--- src/rtl/aead_serial_ctrl_pkg.sv ---
// rtl/aead_serial_ctrl_pkg.sv - shared types and constants for the Ascon AEAD streaming front-end
package aead_pkg;

  typedef enum logic [2:0] {IDLE, LOAD, START, WAIT, OUT} state_t;
  typedef enum logic [2:0] {F_KEY, F_NONCE, F_AD, F_TEXT, F_TAG} field_t;

  localparam logic MODE_ENC = 1'b0;
  localparam logic MODE_DEC = 1'b1;
  localparam int   NONCE_W  = 128;
  localparam int   TAG_W    = 128;

  function automatic int beats(input int n, input int w);
    return (n + w - 1) / w;
  endfunction

endpackage

--- src/rtl/aead_serial_ctrl_if.sv ---
// rtl/aead_serial_ctrl_if.sv - input/output beat streams of the AEAD front-end
interface aead_serial_ctrl_if #(parameter int W = 8);

  logic [W-1:0] in_data;
  logic         in_valid;
  logic         in_ready;
  logic [W-1:0] out_data;
  logic         out_valid;
  logic         out_ready;
  logic         out_last;
  logic [W-1:0] rnd_data;

  modport master (
    output in_data, in_valid, out_ready, rnd_data,
    input  in_ready, out_data, out_valid, out_last
  );

  modport slave (
    input  in_data, in_valid, out_ready, rnd_data,
    output in_ready, out_data, out_valid, out_last
  );

endinterface

--- src/rtl/aead_serial_ctrl_wshift.sv ---
// rtl/aead_serial_ctrl_wshift.sv - N-bit register, parallel load or W-bit MSB-first shift per beat
module aead_wshift #(
  parameter int N = 128,
  parameter int W = 8
) (
  input  logic         clk,
  input  logic         rst,
  input  logic         load,
  input  logic [N-1:0] load_data,
  input  logic         shift,
  input  logic [W-1:0] shift_in,
  output logic [N-1:0] q
);

  logic [N-1:0] shifted;

  if (N > W) begin : g_wide
    assign shifted = {q[N-W-1:0], shift_in};
  end else begin : g_narrow
    assign shifted = N'(shift_in);
  end

  always_ff @(posedge clk or negedge rst) begin
    if (!rst) begin
      q <= '0;
    end else if (load) begin
      q <= load_data;
    end else if (shift) begin
      q <= shifted;
    end
  end

endmodule

--- src/rtl/aead_serial_ctrl.sv ---
// rtl/aead_serial_ctrl.sv - handshaked W-bit front-end sequencing load, core start/done and result streaming
// Optional key-reuse input enabled by AEAD_KEY_REUSE_EN.
module aead_serial_ctrl
  import aead_pkg::*;
#(
  parameter int K = 128,
  parameter int L = 40,
  parameter int Y = 40,
  parameter int W = 8
) (
  input  logic                clk,
  input  logic                rst,
  input  logic                start,
  input  logic                mode,
`ifdef AEAD_KEY_REUSE_EN
  input  logic                key_reuse,
`endif
  aead_serial_ctrl_if.slave   strm,
  output logic                busy,
  output logic                done,
  output logic                auth_ok,
  output logic [K-1:0]        core_key,
  output logic [NONCE_W-1:0]  core_nonce,
  output logic [L-1:0]        core_ad,
  output logic [Y-1:0]        core_text,
  output logic                core_enc_start,
  output logic                core_dec_start,
  input  logic                core_done,
  input  logic [Y-1:0]        core_text_out,
  input  logic [TAG_W-1:0]    core_tag_out
);

  if ((K % W) != 0 || (L % W) != 0 || (Y % W) != 0 || (NONCE_W % W) != 0) begin : g_bad_width
    $fatal(1, "aead_serial_ctrl: K, 128, L and Y must be multiples of W");
  end

  localparam logic [15:0] KB = 16'(beats(K, W));
  localparam logic [15:0] NB = 16'(beats(NONCE_W, W));
  localparam logic [15:0] AB = 16'(beats(L, W));
  localparam logic [15:0] TB = 16'(beats(Y, W));
  localparam logic [15:0] GB = 16'(beats(TAG_W, W));

  state_t               state;
  field_t               field;
  field_t               first_field;
  logic                 mode_q;
  logic [15:0]          cnt;
  logic [15:0]          ocnt;
  logic [15:0]          field_beats;
  logic [15:0]          out_beats;
  logic                 in_ready_q;
  logic                 out_valid_q;
  logic                 out_last_q;
  logic [W-1:0]         rnd_q;
  logic [TAG_W-1:0]     tag_q;
  logic [Y+TAG_W-1:0]   out_q;
  logic                 in_acc;
  logic                 field_end;
  logic                 last_field;
  logic                 key_shift;
  logic                 out_acc;
  logic                 capture;

  assign busy           = (state != IDLE);
  assign strm.in_ready  = in_ready_q;
  assign strm.out_valid = out_valid_q;
  assign strm.out_last  = out_last_q;
  // Failed authentication replaces every plaintext beat with the filler sampled for that beat.
  assign strm.out_data  = (mode_q == MODE_DEC && !auth_ok) ? rnd_q : out_q[Y+TAG_W-1 -: W];

  assign in_acc     = strm.in_valid && in_ready_q;
  assign field_end  = (cnt == field_beats - 16'd1);
  assign last_field = (field == F_TAG) || (field == F_TEXT && mode_q == MODE_ENC);
  assign key_shift  = in_acc && (field == F_KEY);
  assign out_acc    = out_valid_q && strm.out_ready;
  assign capture    = (state == WAIT) && core_done;
  assign out_beats  = (mode_q == MODE_DEC) ? TB : TB + GB;

  always_comb begin
    field_beats = NB;
    case (field)
      F_KEY:   field_beats = KB;
      F_NONCE: field_beats = NB;
      F_AD:    field_beats = AB;
      F_TEXT:  field_beats = TB;
      F_TAG:   field_beats = GB;
      default: field_beats = NB;
    endcase
  end

`ifdef AEAD_KEY_REUSE_EN
  // A reuse request only takes effect once a complete key has been shifted in since reset.
  logic key_loaded;
  always_ff @(posedge clk or negedge rst) begin
    if (!rst) begin
      key_loaded <= 1'b0;
    end else if (key_shift && field_end) begin
      key_loaded <= 1'b1;
    end
  end
  assign first_field = (key_reuse && key_loaded) ? F_NONCE : F_KEY;
`else
  assign first_field = F_KEY;
`endif

  always_ff @(posedge clk or negedge rst) begin
    if (!rst) begin
      state          <= IDLE;
      field          <= F_KEY;
      mode_q         <= MODE_ENC;
      cnt            <= '0;
      ocnt           <= '0;
      in_ready_q     <= 1'b0;
      out_valid_q    <= 1'b0;
      out_last_q     <= 1'b0;
      done           <= 1'b0;
      auth_ok        <= 1'b0;
      core_enc_start <= 1'b0;
      core_dec_start <= 1'b0;
      rnd_q          <= '0;
    end else begin
      done           <= 1'b0;
      core_enc_start <= 1'b0;
      core_dec_start <= 1'b0;
      case (state)
        IDLE: begin
          if (start) begin
            mode_q     <= mode;
            auth_ok    <= 1'b0;
            cnt        <= '0;
            field      <= first_field;
            in_ready_q <= 1'b1;
            state      <= LOAD;
          end
        end
        LOAD: begin
          if (in_acc) begin
            if (field_end) begin
              cnt <= '0;
              if (last_field) begin
                in_ready_q     <= 1'b0;
                core_enc_start <= (mode_q == MODE_ENC);
                core_dec_start <= (mode_q == MODE_DEC);
                state          <= START;
              end else begin
                field <= field_t'(field + 3'd1);
              end
            end else begin
              cnt <= cnt + 16'd1;
            end
          end
        end
        START: state <= WAIT;
        WAIT: begin
          if (core_done) begin
            if (mode_q == MODE_DEC) begin
              auth_ok <= (core_tag_out == tag_q);
            end
            rnd_q       <= strm.rnd_data;
            ocnt        <= '0;
            out_valid_q <= 1'b1;
            out_last_q  <= (out_beats == 16'd1);
            state       <= OUT;
          end
        end
        OUT: begin
          if (strm.out_ready) begin
            if (out_last_q) begin
              out_valid_q <= 1'b0;
              out_last_q  <= 1'b0;
              done        <= 1'b1;
              state       <= IDLE;
            end else begin
              ocnt       <= ocnt + 16'd1;
              out_last_q <= (ocnt + 16'd2 == out_beats);
              rnd_q      <= strm.rnd_data;
            end
          end
        end
        default: state <= IDLE;
      endcase
    end
  end

  aead_wshift #(.N(K), .W(W)) u_key (
    .clk(clk), .rst(rst), .load(1'b0), .load_data('0),
    .shift(key_shift), .shift_in(strm.in_data), .q(core_key)
  );

  aead_wshift #(.N(NONCE_W), .W(W)) u_nonce (
    .clk(clk), .rst(rst), .load(1'b0), .load_data('0),
    .shift(in_acc && field == F_NONCE), .shift_in(strm.in_data), .q(core_nonce)
  );

  aead_wshift #(.N(L), .W(W)) u_ad (
    .clk(clk), .rst(rst), .load(1'b0), .load_data('0),
    .shift(in_acc && field == F_AD), .shift_in(strm.in_data), .q(core_ad)
  );

  aead_wshift #(.N(Y), .W(W)) u_text (
    .clk(clk), .rst(rst), .load(1'b0), .load_data('0),
    .shift(in_acc && field == F_TEXT), .shift_in(strm.in_data), .q(core_text)
  );

  aead_wshift #(.N(TAG_W), .W(W)) u_tag (
    .clk(clk), .rst(rst), .load(1'b0), .load_data('0),
    .shift(in_acc && field == F_TAG), .shift_in(strm.in_data), .q(tag_q)
  );

  // Text sits above the tag, so decrypt simply stops after the text beats.
  aead_wshift #(.N(Y + TAG_W), .W(W)) u_out (
    .clk(clk), .rst(rst), .load(capture), .load_data({core_text_out, core_tag_out}),
    .shift(out_acc), .shift_in('0), .q(out_q)
  );

endmodule

--- src/flat_wrapper.sv ---
// flat-port wrapper written by rule: the top's interface ports become plain ports
module aead_serial_ctrl_flat import aead_pkg::*;
#(
  parameter int K = 128,
  parameter int L = 40,
  parameter int Y = 40,
  parameter int W = 8
)
  (clk, rst, start, mode, busy, done, auth_ok, core_key, core_nonce, core_ad, core_text, core_enc_start, core_dec_start, core_done, core_text_out, core_tag_out, strm_in_data, strm_in_valid, strm_out_ready, strm_rnd_data, strm_in_ready, strm_out_data, strm_out_valid, strm_out_last);
  aead_serial_ctrl_if #(.W(W)) strm_i ();
  input  logic clk;
  input  logic rst;
  input  logic start;
  input  logic mode;
  output logic busy;
  output logic done;
  output logic auth_ok;
  output logic [K-1:0] core_key;
  output logic [NONCE_W-1:0] core_nonce;
  output logic [L-1:0] core_ad;
  output logic [Y-1:0] core_text;
  output logic core_enc_start;
  output logic core_dec_start;
  input  logic core_done;
  input  logic [Y-1:0] core_text_out;
  input  logic [TAG_W-1:0] core_tag_out;
  input wire logic [$bits(strm_i.in_data)-1:0] strm_in_data;
  input wire logic [$bits(strm_i.in_valid)-1:0] strm_in_valid;
  input wire logic [$bits(strm_i.out_ready)-1:0] strm_out_ready;
  input wire logic [$bits(strm_i.rnd_data)-1:0] strm_rnd_data;
  output wire logic [$bits(strm_i.in_ready)-1:0] strm_in_ready;
  output wire logic [$bits(strm_i.out_data)-1:0] strm_out_data;
  output wire logic [$bits(strm_i.out_valid)-1:0] strm_out_valid;
  output wire logic [$bits(strm_i.out_last)-1:0] strm_out_last;
  assign strm_i.in_data = strm_in_data;
  assign strm_i.in_valid = strm_in_valid;
  assign strm_i.out_ready = strm_out_ready;
  assign strm_i.rnd_data = strm_rnd_data;
  assign strm_in_ready = strm_i.in_ready;
  assign strm_out_data = strm_i.out_data;
  assign strm_out_valid = strm_i.out_valid;
  assign strm_out_last = strm_i.out_last;
  aead_serial_ctrl #(.K(K), .L(L), .Y(Y), .W(W)) u_core (.clk(clk), .rst(rst), .start(start), .mode(mode), .strm(strm_i), .busy(busy), .done(done), .auth_ok(auth_ok), .core_key(core_key), .core_nonce(core_nonce), .core_ad(core_ad), .core_text(core_text), .core_enc_start(core_enc_start), .core_dec_start(core_dec_start), .core_done(core_done), .core_text_out(core_text_out), .core_tag_out(core_tag_out));
endmodule
--- config.mk ---
export PLATFORM = sky130hd
export DESIGN_NAME = aead_serial_ctrl_flat
export DESIGN_NICKNAME = d
export VERILOG_FILES = /design/src/rtl/aead_serial_ctrl_pkg.sv /design/src/rtl/aead_serial_ctrl_if.sv /design/src/rtl/aead_serial_ctrl_wshift.sv /design/src/rtl/aead_serial_ctrl.sv /design/src/flat_wrapper.sv
export SDC_FILE = /design/constraint.sdc
export NUM_CORES = 1
export LEC_CHECK = 0
export ABC_AREA = 1
export CORE_ASPECT_RATIO = 0.6
export CORE_MARGIN = 5
export CORE_UTILIZATION = 47
export DETAILED_ROUTE_END_ITERATION = 16
export GPL_ROUTABILITY_DRIVEN = 0
export PLACE_DENSITY = 0.84
export SLEW_MARGIN = 20
export SYNTH_ARGS = -nofsm -noshare
export SYNTH_HDL_FRONTEND = slang
export SYNTH_SLANG_ARGS = --single-unit
--- constraint.sdc ---
create_clock -name clk -period 2.4 [get_ports clk]
set_clock_uncertainty 0.1 [all_clocks]
set_input_delay 0.24 -clock clk [delete_from_list [all_inputs] [get_ports clk]]
set_output_delay 0.24 -clock clk [all_outputs]
set_load 0.005 [all_outputs]
* Word level (Yosys, flattened, before mapping)
Cells that the tools add are included.
** Storage, ports and cells
- Bits of input ports :: 191
- Register bits after elaboration :: 686
- Output and inout bits :: 352
- Logic and storage cells :: 134
** Cells by class
- Bitwise logic cells :: 1
- Reductions and logical operators :: 29
- Eq/ne operators :: 22
- Muxes and demuxes :: 58
- Add/subtract/negate cells :: 5
** Operators by type and width (count)
- $mux 168 :: 2
- $eq 128x128->1 :: 1
- $mux 16 :: 6
- $pmux 16 s2 :: 2
- $mux 3 :: 11
- $add 16x1->16 const B :: 2
- $eq 16x16->1 :: 2
- $mux 8 :: 4
- $mux 1 :: 24
- $add 16x2->16 const B :: 1
- $eq 16x1->1 const B :: 1
- $pmux 8 s2 :: 1
- $pmux 3 s5 :: 1
- $eq 3x2->1 const B :: 4
- $reduce_and 4->1 :: 3
- $logic_and 1x1->1 :: 10
- $mux 5 :: 2
- $ne 2x1->1 const B :: 5
- $ne 2x2->1 const B :: 5
- $reduce_and 5->1 :: 2
- $pmux 1 s2 :: 4
- $reduce_bool 2->1 :: 4
- $reduce_and 7->1 :: 1
- $eq 3x1->1 const B :: 2
- 12 further kinds :: 15

* Longest topological paths before layout
- Depth in word-level cells :: 8
- Depth in mapped cells :: 12

* Hierarchy
A second synthesis with hierarchy kept.
** Unflattened totals
- Cell total of the unflattened synthesis :: 4277
- Area total of the unflattened synthesis :: 33768.6 µm²
** By module, submodules not included
- aead_wshift at u_core.u_key ... :: area each 5763.0 µm², times used 3, sequential area each 3203.1 µm², cells each 698
- aead_wshift at u_core.u_out :: area each 7552.2 µm², times used 1, sequential area each 4204.0 µm², cells each 916
- aead_serial_ctrl :: area each 5221.3 µm², times used 1, sequential area each 1351.3 µm², cells each 827
- aead_wshift at u_core.u_ad ... :: area each 1853.0 µm², times used 2, sequential area each 1001.0 µm², cells each 220

* Least setup slack after synthesis
No wires, ideal clock.
- Path kind :: register to register
- Start :: reg u_core.field[0]
- End :: reg u_core.u_tag.q[100]
- Arrival time :: 1521 ps
- Data required time :: 2170 ps
- Path slack :: 649 ps
- Clock period less this slack :: 1751 ps
- Path buffers :: 2
- Stages on the path, launching flop included :: 8
- Cells stage by stage :: dfrtp_1 -> inv_1 -> ha_1 -> nand2_1 -> nor2_2 -> buf_2 -> clkbuf_1 -> o21ai_0
** Between the ends
- Word-level cells in the longest chain between the ends :: 2
** RTL lines
- start: declaration :: RTL line aead_serial_ctrl.sv:44 : field_t field;
- start signal: assignment :: RTL line aead_serial_ctrl.sv:131 : field <= first_field;
- start signal: assignment :: RTL line aead_serial_ctrl.sv:146 : field <= field_t'(field + 3'd1);
- $eq 3x3->1 :: RTL line aead_serial_ctrl.sv:207 : .shift(in_acc && field == F_TAG), .shift_in(strm.in_data), .q(tag_q)
- $logic_and 1x1->1 :: RTL line aead_serial_ctrl.sv:207
- end signal: assignment :: RTL line aead_serial_ctrl_wshift.sv:27 : q <= load_data;
- end signal: assignment :: RTL line aead_serial_ctrl_wshift.sv:29 : q <= shifted;
- end: declaration :: RTL line aead_serial_ctrl_wshift.sv:12 : output logic [N-1:0] q
No other way between the ends.
A chain may end at the register's enable or synchronous reset.

* Worst setup path after layout
- Start :: reg u_core.mode_q
- End :: out strm_out_data[1]
** Between the ends
- Word-level cells in the longest chain between the ends :: 2
** RTL lines
- start: declaration :: RTL line aead_serial_ctrl.sv:46 : logic mode_q;
- start signal: assignment :: RTL line aead_serial_ctrl.sv:128 : mode_q <= mode;
- $logic_and 1x1->1 :: RTL line aead_serial_ctrl.sv:69 : assign strm.out_data = (mode_q == MODE_DEC && !auth_ok) ? rnd_q : out_q[Y+TAG_W-1 -: W];
- $mux 8 :: RTL line aead_serial_ctrl.sv:69
- end: declaration :: RTL line flat_wrapper.sv:32 : output wire logic [$bits(strm_i.out_data)-1:0] strm_out_data;
No other way between the ends.

==> results.ini <==
[cells_and_area]
multi_input_area_um2 = 10350
regArea_um2 = 17170
final_common_cell = dfrtp_1
fillers = 4948
final_layout_size_suffix_gt1_share_pct = 7.412
final_cell_mix = dfrtp_1, nand2_1, clkdlybuf4s50_1, inv_1, nor2_1
syn_to_final_growth_pct = 30.34
nets = 3940
final_area_um2 = 38600

[timing]
clock.fmax_mhz = 430.1
hold_viol = 0
drv_slew = 0
period_share_pct = 96.89
tightest_slew_ns = 0.8056
max-slew-margin-rel_pct = 46.30
setup_viol = 0
holdWs_ns = 0.04349
worst_slack_ns = 0.07472
post-route-min-period_ns = 2.325

[yosys]
synth_simple_gate_area_share_pct = 16.76
postSynthCellCount = 3235
ys_types = 42
synth_fa_ha_area_share_pct = 0.3380
synthFlopType = dfrtp_1
syn_nets = 3434
synth_top_family_by_area = simple AND/OR/NAND/NOR gates
async_reset_ff_share_pct = 100.0
synth-compound-area-share_pct = 12.31
syn_area_per_cell_um2 = 9.154
ys.warnings.count = 0
synth_edf_count = 0
syn_area_um2 = 29610
synth_xor_area_share_pct = 3.460
synth_seq_area_share_pct = 57.97
synthMuxAreaShare_pct = 1.749
ys_ff_latch = 686

[worst_hold_path]
min_to = u_core.rnd_q[6]$_DFFE_PN0P_
min_path_cells = 3
hold_start = strm_rnd_data[6]
worst_hold_path_type = primary input to flop

[die]
core_area_um2 = 62540
die_y_um = 204.4
num_io_pins = 543
die_area_um2 = 68290
start_util_pct = 47.35
die_w_um = 334.1
fp-row-count = 71

[power]
powerDensity_nw_per_um2 = 1272
cellLeakagePower_uw = 0.01780
ir_worst_vdd_mv = 0.8110

[critical_path]
worst-path-max-fanout = 6
endpoint_kind = primary output
crit_required_ns = 2.06
worst_setup_path_start_kind = flop
arrival_ns = 1.99
r2r_end = u_core.u_tag.q[40]$_DFFE_PN0P_
worstSetupPathType = flop to primary output
r2r_cells = 7
r2r_slack_ns = 0.24
r2r-start = u_core.field[0]$_DFFE_PN0P_

[routing]
vias_per_cell = 5.396
route.vias.total = 25020
ant_nets = 0
routed_wl_um = 93100
drt_iter0_drc = 2699
avgRoutedWirePerCell_um = 20.08
dr.pass1.iters = 6
drcViolationCount = 0

[clocking]
clock_sinks = 686
clkTransAtPathRegs_ns = 0.07
insertion_delay_ns = 0.66
htree_levels = 2
cts_buffers = 61
cts_root_buf = clkbuf_16
clk_path_buf_depth = 3
cts_tree = built

[placed_design]
place_ws_ns = 0.1934
place_hpwl_um = 68590
portBuffers = 542
place_area_um2 = 36220

[grt]
overflow = 0
grt_usage_pct = 26.62
grt_pass1_wl_um = 142700
grt_antenna_before_repair = 13
grt_max_degree = 134
grt_pass1_vias = 24247

[job]
maxCapViolCount = 0

[run_status]
status = completed

==> registers in the layout (all words and copies together), names as in the netlist, 3 cells and up <==
register,count
u_core.u_out.q,168
u_core.u_key.q,128
u_core.u_nonce.q,128
u_core.u_tag.q,128
u_core.u_ad.q,40
u_core.u_text.q,40
u_core.cnt,16
u_core.ocnt,16
u_core.rnd_q,8
u_core.field,3
u_core.state,3
==> area by class of cell <==
type	instances	area share (%)
multi-input cells	2006	26.80
inverters	365	3.566
clock buffers	88	4.661
flip-flops and latches	686	44.48
well taps	839	2.720
diodes	7	0.04538
repair buffers	621	16.50
clock inverters	25	1.225
==> power by group <==
part	internal (µW)	switching (µW)
Sequential	16400	3890
Clock	6420	4550
Combinational	8730	9070
==> critical path, stage by stage (launching register included) <==
cell and delay, ns:
dfrtp_1 0.38, inv_2 0.09, or2_4 0.29, buf_4 0.16
nor2_1 0.11, a21oi_2 0.05, dlygate4sd2_1 0.26
==> repair_timing <==
item	CTS	global route
setup endpoints to repair	8	4
setup buffers	5	1
resized for setup	16	2
pin swaps	2	0
hold endpoints to repair	408	0
hold buffers	2	0
cloned	1	0
==> per-layer routing <==
metal  track usage, %  part of all wire [%]
met4            9.430                   3.9
met2            39.02                    44
met5                0                 0.071
met1            39.19                    43
met3            6.009                   9.4
==> cells by family after synthesis <==
logic type / count (synthesis)
simple gates: 1202
fa+ha+maj: 8
compound gates: 632
xor+xnor: 117
mux: 46
flops: 686
buf+inv: 544
==> per-stage QoR <==
stage | instances | power (µW) | TNS (ns) | util, %
floorplan | 3235 | 27720 | 0 | -
global placement | 4508 | 37100 | 0 | 57.91
global route | 4633 | 51990 | -0.001197 | 61.70
detailed placement | 4508 | 37920 | 0 | 57.91
finish | 4637 | 49110 | 0 | 61.72
CTS | 4629 | 49160 | 0 | 61.67
==> cell usage after synthesis, types with 3 or more instances <==
master	number	area [µm²]
or2_2	3	18.77
ha_1	8	100.1
xnor2_1	81	709.4
o211ai_1	66	495.5
buf_6	3	33.78
dfrtp_1	686	17170
clkbuf_1	65	244.0
a31oi_1	9	56.30
nor2_1	298	1119
nand2_1	628	2357
buf_4	6	45.04
o221ai_1	13	113.9
nand3_1	220	1101
o21ai_1	7	35.03
mux2_2	44	495.5
a21oi_1	209	1046
buf_1	19	71.32
inv_1	351	1318
nand4_1	11	68.82
o21ai_0	257	1286
o311ai_0	63	551.8
xor2_1	36	315.3
nor2_2	4	25.02
nor3_1	12	60.06
buf_2	86	430.4
inv_2	12	45.04
nand2_2	13	81.33
nor2_4	4	45.04
==> how the worst max path moves through the flow <==
stage                                startpoint                         endpoint  slack [ns]  depth (start not counted)
floorplan           u_core.field[0]$_DFFE_PN0P_  u_core.u_tag.q[100]$_DFFE_PN0P_        0.65                          7
global placement                  strm_in_valid   u_core.u_key.q[38]$_DFFE_PN0P_        0.25                          8
detailed placement                strm_in_valid   u_core.u_key.q[53]$_DFFE_PN0P_        0.19                          8
CTS                   u_core.mode_q$_DFFE_PN0P_                 strm_out_data[2]        0.04                          6
global route          u_core.mode_q$_DFFE_PN0P_                 strm_out_data[7]      -0.001                          6
finish                u_core.mode_q$_DFFE_PN0P_                 strm_out_data[1]        0.07                          6
(Power assumes the default switching activity.)
